<file path="src/rtl/arch_restore_sequencer_if.sv">
// Handshake bundle between the restore sequencer, the architectural-state
// source (request/response) and the core register-write port.
interface arch_restore_sequencer_if #(
  parameter int XLEN = 64
);
  logic            src_req_valid;
  logic            src_req_ready;
  logic [7:0]      src_req_addr;
  logic            src_resp_valid;
  logic [XLEN-1:0] src_resp_data;

  logic            wr_valid;
  logic            wr_ready;
  logic [1:0]      wr_sel;
  logic [4:0]      wr_idx;
  logic [XLEN-1:0] wr_data;

  modport master (
    output src_req_valid, src_req_addr, wr_valid, wr_sel, wr_idx, wr_data,
    input  src_req_ready, src_resp_valid, src_resp_data, wr_ready
  );

  modport slave (
    input  src_req_valid, src_req_addr, wr_valid, wr_sel, wr_idx, wr_data,
    output src_req_ready, src_resp_valid, src_resp_data, wr_ready
  );
endinterface

</file>
<file path="src/rtl/arch_restore_sequencer.sv">
// Architectural state restore sequencer: walks XPR1..31, optional FPR0..31,
// CSR slots and finally PC, fetching each record from the source and writing
// it into the core while the core is held in reset.
module arch_restore_sequencer #(
  parameter int XLEN    = 64,
  parameter int NUM_CSR = 24,
  parameter int TIMEOUT = 1023
) (
  input  logic                             clk_i,
  input  logic                             rst_ni,
  input  logic                             start_i,
  input  logic                             fpr_en_i,
  arch_restore_sequencer_if.master         bus,
  output logic                             core_hold_o,
  output logic                             busy_o,
  output logic                             done_o,
  output logic                             error_o
);
  // One extra bit so the counter can always hold TIMEOUT itself.
  localparam int          CW       = $clog2(TIMEOUT + 2);
  localparam logic [CW-1:0] TMO_MAX = CW'(TIMEOUT);
  localparam logic [4:0]  CSR_LAST = 5'(NUM_CSR - 1);
  localparam logic [7:0]  PC_ADDR  = 8'(63 + NUM_CSR);

  typedef enum logic [2:0] {S_IDLE, S_REQ, S_WAIT, S_WRITE, S_DONE, S_ERROR} state_e;
  typedef enum logic [1:0] {G_XPR, G_FPR, G_CSR, G_PC} grp_e;

  state_e          state_q, state_d;
  grp_e            grp_q, grp_d;
  logic [4:0]      idx_q, idx_d;
  logic            fpr_q, fpr_d;
  logic [CW-1:0]   tmo_q, tmo_d;
  logic [XLEN-1:0] data_q, data_d;
  logic [7:0]      addr;

  // State, position counter, timeout counter and captured record.
  always_ff @(posedge clk_i or negedge rst_ni) begin
    if (!rst_ni) begin
      state_q <= S_IDLE;
      grp_q   <= G_XPR;
      idx_q   <= '0;
      fpr_q   <= 1'b0;
      tmo_q   <= '0;
      data_q  <= '0;
    end else begin
      state_q <= state_d;
      grp_q   <= grp_d;
      idx_q   <= idx_d;
      fpr_q   <= fpr_d;
      tmo_q   <= tmo_d;
      data_q  <= data_d;
    end
  end

  // Next state; the position only advances on an accepted core write.
  always_comb begin
    state_d = state_q;
    grp_d   = grp_q;
    idx_d   = idx_q;
    fpr_d   = fpr_q;
    tmo_d   = tmo_q;
    data_d  = data_q;
    case (state_q)
      S_IDLE: if (start_i) begin
        state_d = S_REQ;
        grp_d   = G_XPR;
        idx_d   = 5'd1;
        fpr_d   = fpr_en_i;
      end
      S_REQ: if (bus.src_req_ready) begin
        state_d = S_WAIT;
        tmo_d   = '0;
      end
      S_WAIT: begin
        if (bus.src_resp_valid) begin
          data_d  = bus.src_resp_data;
          state_d = S_WRITE;
        end else if (tmo_q == TMO_MAX) begin
          state_d = S_ERROR;
        end else begin
          tmo_d = tmo_q + 1'b1;
        end
      end
      S_WRITE: if (bus.wr_ready) begin
        state_d = S_REQ;
        case (grp_q)
          G_XPR: if (idx_q == 5'd31) begin
            grp_d = fpr_q ? G_FPR : G_CSR;
            idx_d = '0;
          end else idx_d = idx_q + 5'd1;
          G_FPR: if (idx_q == 5'd31) begin
            grp_d = G_CSR;
            idx_d = '0;
          end else idx_d = idx_q + 5'd1;
          G_CSR: if (idx_q == CSR_LAST) begin
            grp_d = G_PC;
            idx_d = '0;
          end else idx_d = idx_q + 5'd1;
          default: state_d = S_DONE;
        endcase
      end
      default: ;
    endcase
  end

  // Fixed source address map derived from the current group/index.
  always_comb begin
    case (grp_q)
      G_XPR:   addr = 8'(idx_q) - 8'd1;
      G_FPR:   addr = 8'd31 + 8'(idx_q);
      G_CSR:   addr = 8'd63 + 8'(idx_q);
      default: addr = PC_ADDR;
    endcase
  end

  assign bus.src_req_valid = (state_q == S_REQ);
  assign bus.src_req_addr  = addr;
  assign bus.wr_valid      = (state_q == S_WRITE);
  assign bus.wr_sel        = grp_q;
  assign bus.wr_idx        = idx_q;
  assign bus.wr_data       = data_q;

  assign core_hold_o = (state_q != S_DONE);
  assign busy_o      = (state_q == S_REQ) || (state_q == S_WAIT) || (state_q == S_WRITE);
  assign done_o      = (state_q == S_DONE);
  assign error_o     = (state_q == S_ERROR);
endmodule

</file>
<file path="src/flat_wrapper.sv">
// flat-port wrapper written by rule: the top's interface ports become plain ports
module arch_restore_sequencer_flat 
#(
  parameter int XLEN    = 64,
  parameter int NUM_CSR = 24,
  parameter int TIMEOUT = 1023
)
  (clk_i, rst_ni, start_i, fpr_en_i, core_hold_o, busy_o, done_o, error_o, bus_src_req_valid, bus_src_req_addr, bus_wr_valid, bus_wr_sel, bus_wr_idx, bus_wr_data, bus_src_req_ready, bus_src_resp_valid, bus_src_resp_data, bus_wr_ready);
  arch_restore_sequencer_if #(.XLEN(XLEN)) bus_i ();
  input  logic clk_i;
  input  logic rst_ni;
  input  logic start_i;
  input  logic fpr_en_i;
  output logic core_hold_o;
  output logic busy_o;
  output logic done_o;
  output logic error_o;
  output wire logic [$bits(bus_i.src_req_valid)-1:0] bus_src_req_valid;
  output wire logic [$bits(bus_i.src_req_addr)-1:0] bus_src_req_addr;
  output wire logic [$bits(bus_i.wr_valid)-1:0] bus_wr_valid;
  output wire logic [$bits(bus_i.wr_sel)-1:0] bus_wr_sel;
  output wire logic [$bits(bus_i.wr_idx)-1:0] bus_wr_idx;
  output wire logic [$bits(bus_i.wr_data)-1:0] bus_wr_data;
  input wire logic [$bits(bus_i.src_req_ready)-1:0] bus_src_req_ready;
  input wire logic [$bits(bus_i.src_resp_valid)-1:0] bus_src_resp_valid;
  input wire logic [$bits(bus_i.src_resp_data)-1:0] bus_src_resp_data;
  input wire logic [$bits(bus_i.wr_ready)-1:0] bus_wr_ready;
  assign bus_src_req_valid = bus_i.src_req_valid;
  assign bus_src_req_addr = bus_i.src_req_addr;
  assign bus_wr_valid = bus_i.wr_valid;
  assign bus_wr_sel = bus_i.wr_sel;
  assign bus_wr_idx = bus_i.wr_idx;
  assign bus_wr_data = bus_i.wr_data;
  assign bus_i.src_req_ready = bus_src_req_ready;
  assign bus_i.src_resp_valid = bus_src_resp_valid;
  assign bus_i.src_resp_data = bus_src_resp_data;
  assign bus_i.wr_ready = bus_wr_ready;
  arch_restore_sequencer #(.XLEN(XLEN), .NUM_CSR(NUM_CSR), .TIMEOUT(TIMEOUT)) u_core (.clk_i(clk_i), .rst_ni(rst_ni), .start_i(start_i), .fpr_en_i(fpr_en_i), .bus(bus_i), .core_hold_o(core_hold_o), .busy_o(busy_o), .done_o(done_o), .error_o(error_o));
endmodule
</file>
<file path="config.mk">
export PLATFORM = sky130hd
export DESIGN_NAME = arch_restore_sequencer_flat
export DESIGN_NICKNAME = d
export VERILOG_FILES = /design/src/rtl/arch_restore_sequencer_if.sv /design/src/rtl/arch_restore_sequencer.sv /design/src/flat_wrapper.sv
export SDC_FILE = /design/constraint.sdc
export NUM_CORES = 1
export LEC_CHECK = 0
export ABC_AREA = 1
export CORE_MARGIN = 3
export CORE_UTILIZATION = 45
export DETAILED_ROUTE_END_ITERATION = 10
export PLACE_DENSITY = 0.81
export SETUP_SLACK_MARGIN = 0.15
export SYNTH_ARGS = -nofsm -noshare
export SYNTH_HDL_FRONTEND = slang
export SYNTH_SLANG_ARGS = --single-unit
</file>
<file path="constraint.sdc">
create_clock -name clk_i -period 1.8 [get_ports clk_i]
set_clock_uncertainty 0.15 [all_clocks]
set_input_delay 0.36 -clock clk_i [delete_from_list [all_inputs] [get_ports clk_i]]
set_output_delay 0.36 -clock clk_i [all_outputs]
set_load 0.01 [all_outputs]
</file>
==> out/metrics.cfg <==
[floorplan]
fp.dieArea_sq_um=10600
start_util_pct=47.2
num_io_pins=156
placementRows=34
die_y_um=103
die_w_um=103
core_sq_um=8930

[routing]
first_pass_iters=4
routedWlPerCell_um=21.8
num_vias=3963
ant_nets=0
wl_um=16000
post-route-drc-count=0
dr.first_iter.drc_count=230
vias_per_cell=5.40

[hold_path]
hp-class=in -> async

[critical_path]
required_ns=1.29
reg2reg_slack_ns=-0.14
crit_path_start_kind=register
worstPathMaxFanout=5
crit_arrival_ns=1.80
end_kind=primary output
critPathKind=reg -> out

[global_routing]
met2_usage_pct=47.2
grt_pass1_wl_um=21200
busiest_layer=met2
grt_pass1_vias=4058
grt.met1_usage_pct=30.5
antenna_found_initial=0
track_usage_pct=26.7
grt_max_degree=45
grt_util_met3_pct=7.51
grt.overflow.total=0

[clock_tree]
clk_path_buf_depth=2
htree_levels=3
cts.clk_slew.worst_paths_ns=0.09
tritoncts=yes
cts_buffers=9
cts_sinks=86
clock_latency_ns=0.37
cts-root-buf=clkbuf_8

[power]
clockPowerShare_pct=44.3
p_leak_uw=0.00397
p_int_uw=3010
p_seq_share_pct=49.8
power.switching_uw=870
p_per_area_nw_per_um2=526
vdd_drop_max_uv=465
swShare_pct=22.4
p_total_uw=3880
p_comb_share_pct=5.9

[timing]
hold_violations=0
timing.final.crit_share_pct=128
final_max_slew_viol_count=0
fmax_mhz=433
setup_slack_ns=-0.510
worst_pin_slew_ns=0.482
relSlewSlack_pct=67.8
setup_violations=93
fin_crit_ns=2.31
rsz0062_at_grt=true
finalSetupTns_ns=-10.32

[yosys]
syn_area_sq_um=4220
seq_area_frac_synth_pct=51.0
syn_nets=458
postSynthAreaPerCell_sq_um=11.1
synthArstFlopShare_pct=100
synth_edf_count=0
syn-instance-count=379
synth_seq_cells=86
synth_warnings=0
ys_types=30
synthFlopType=dfrtp_1

[run]
drv_cap=0

[layout]
final_common_cell=dfrtp_1
layout_common_cells=dfrtp_1 (82), clkdlybuf4s50_1 (69), dlygate4sd2_1 (64)
area_growth_pct=74.7
antenna_cells=0
drive_above_1_share_pct=45.0
fin_util_pct=82.5
final_nets=701

[placement]
gp_congestion=0.878
io_buffers=155
place.detailed.hpwl_um=8470

[status]
violations=negative setup slack
status=complete, but fails checks

## power groups by stage
stage / combinational [uW] / clock [uW] / sequential (uW)
floorplan: 6.71 / 0 / 1970
global placement: 206 / 0 / 1970
detailed placement: 214 / 0 / 1970
CTS: 221 / 1680 / 1930
global route: 242 / 1780 / 1930
finish: 228 / 1720 / 1930
## cells by family after synthesis
kind of cell / after synthesis / synth area share, %
simple gates: 157 / 16.7
flops: 86 / 51.0
mux: 64 / 21.4
buf+inv: 38 / 4.65
compound gates: 19 / 2.43
fa+ha+maj: 8 / 2.37
xor+xnor: 7 / 1.45
## routing by layer
metal / routed length, um / part of all wire (%)
met4: 627 / 3.9
met3: 1190 / 7.4
met1: 5840 / 36
met2: 8370 / 52
met5: 0 / 0
## area by class of cell
cell class | count | area, sq um
timing repair buffer | 239 | 2380
multi-input combinational | 257 | 2330
sequential | 86 | 2160
fill | 469 | 1560
tap | 108 | 135
clock buffer | 9 | 124
inverter | 29 | 121
clock inverter | 6 | 118
## critical path, stage by stage, from the launching register on
cell,delay [ns]
dfrtp_1,0.40
inv_2,0.07
ha_2,0.18
or2_4,0.25
nor2_4,0.22
buf_6,0.13
o21ai_2,0.04
buf_2,0.14
## cells in the mapped netlist (2+ instances only)
| cell type | count | area (sq um) |
|---|---|---|
| mux2_2 | 15 | 169 |
| nor2_1 | 29 | 109 |
| o21a_1 | 2 | 15.0 |
| ha_1 | 8 | 100 |
| nor3_1 | 3 | 15.0 |
| nor2_4 | 4 | 45.0 |
| mux2_4 | 49 | 736 |
| o21ai_0 | 14 | 70.1 |
| xor2_1 | 5 | 43.8 |
| inv_1 | 26 | 97.6 |
| nand2_2 | 5 | 31.3 |
| inv_2 | 3 | 11.3 |
| nand4_1 | 5 | 31.3 |
| nor2_2 | 2 | 12.5 |
| nand3_1 | 19 | 95.1 |
| buf_6 | 7 | 78.8 |
| nand2_1 | 84 | 315 |
| dfrtp_1 | 86 | 2150 |
| xnor2_1 | 2 | 17.5 |
## path summary, 6_finish.rpt
check / from / to / cells past startpoint
worst max-delay path: u_core.bus.wr_sel[1]$_DFFE_PN0P_ / bus_src_req_addr[1] / 7
worst min-delay path: rst_ni / u_core.bus.wr_sel[1]$_DFFE_PN0P_ / 2
worst max register to register: u_core.bus.wr_idx[0]$_DFFE_PN0P_ / u_core.bus.wr_sel[0]$_DFFE_PN0P_ / 12
worst min register to register: u_core.bus.wr_data[18]$_DFFE_PN0P_ / u_core.bus.wr_data[18]$_DFFE_PN0P_ / 1
max in group asynchronous: rst_ni / u_core.bus.wr_data[5]$_DFFE_PN0P_ / 3
min in group clk_i: u_core.bus.wr_data[18]$_DFFE_PN0P_ / u_core.bus.wr_data[18]$_DFFE_PN0P_ / 1
## state kept, by name, summed over array words and instances (netlist names)
register / cells
u_core.bus.wr_data: 64
u_core.bus.wr_idx: 5
u_core.bus.wr_sel: 2
u_core.fpr_q: 1
u_core.state_q: 3
u_core.tmo_q: 11
## through the flow
stage	std cells	hold slack, ns	cell area [sq um]	setup WS [ns]
2_1_floorplan	379	-0.0856	4270	0.0778
3_3_place_gp	668	0.149	6170	-0.286
3_5_place_dp	668	0.154	6170	-0.363
4_1_cts	723	0.318	6960	-0.450
5_1_grt	734	0.331	7370	-0.535
6_report	734	0.302	7370	-0.510
## repair_timing
item	CTS	global route
setup endpoints to repair	168	104
setup buffers	32	10
cloned	7	1
pin swaps	22	33
gates resized for setup	238	82
hold buffers	1	0
hold endpoints to repair	24	0
Power figures use the tool's default switching activity.
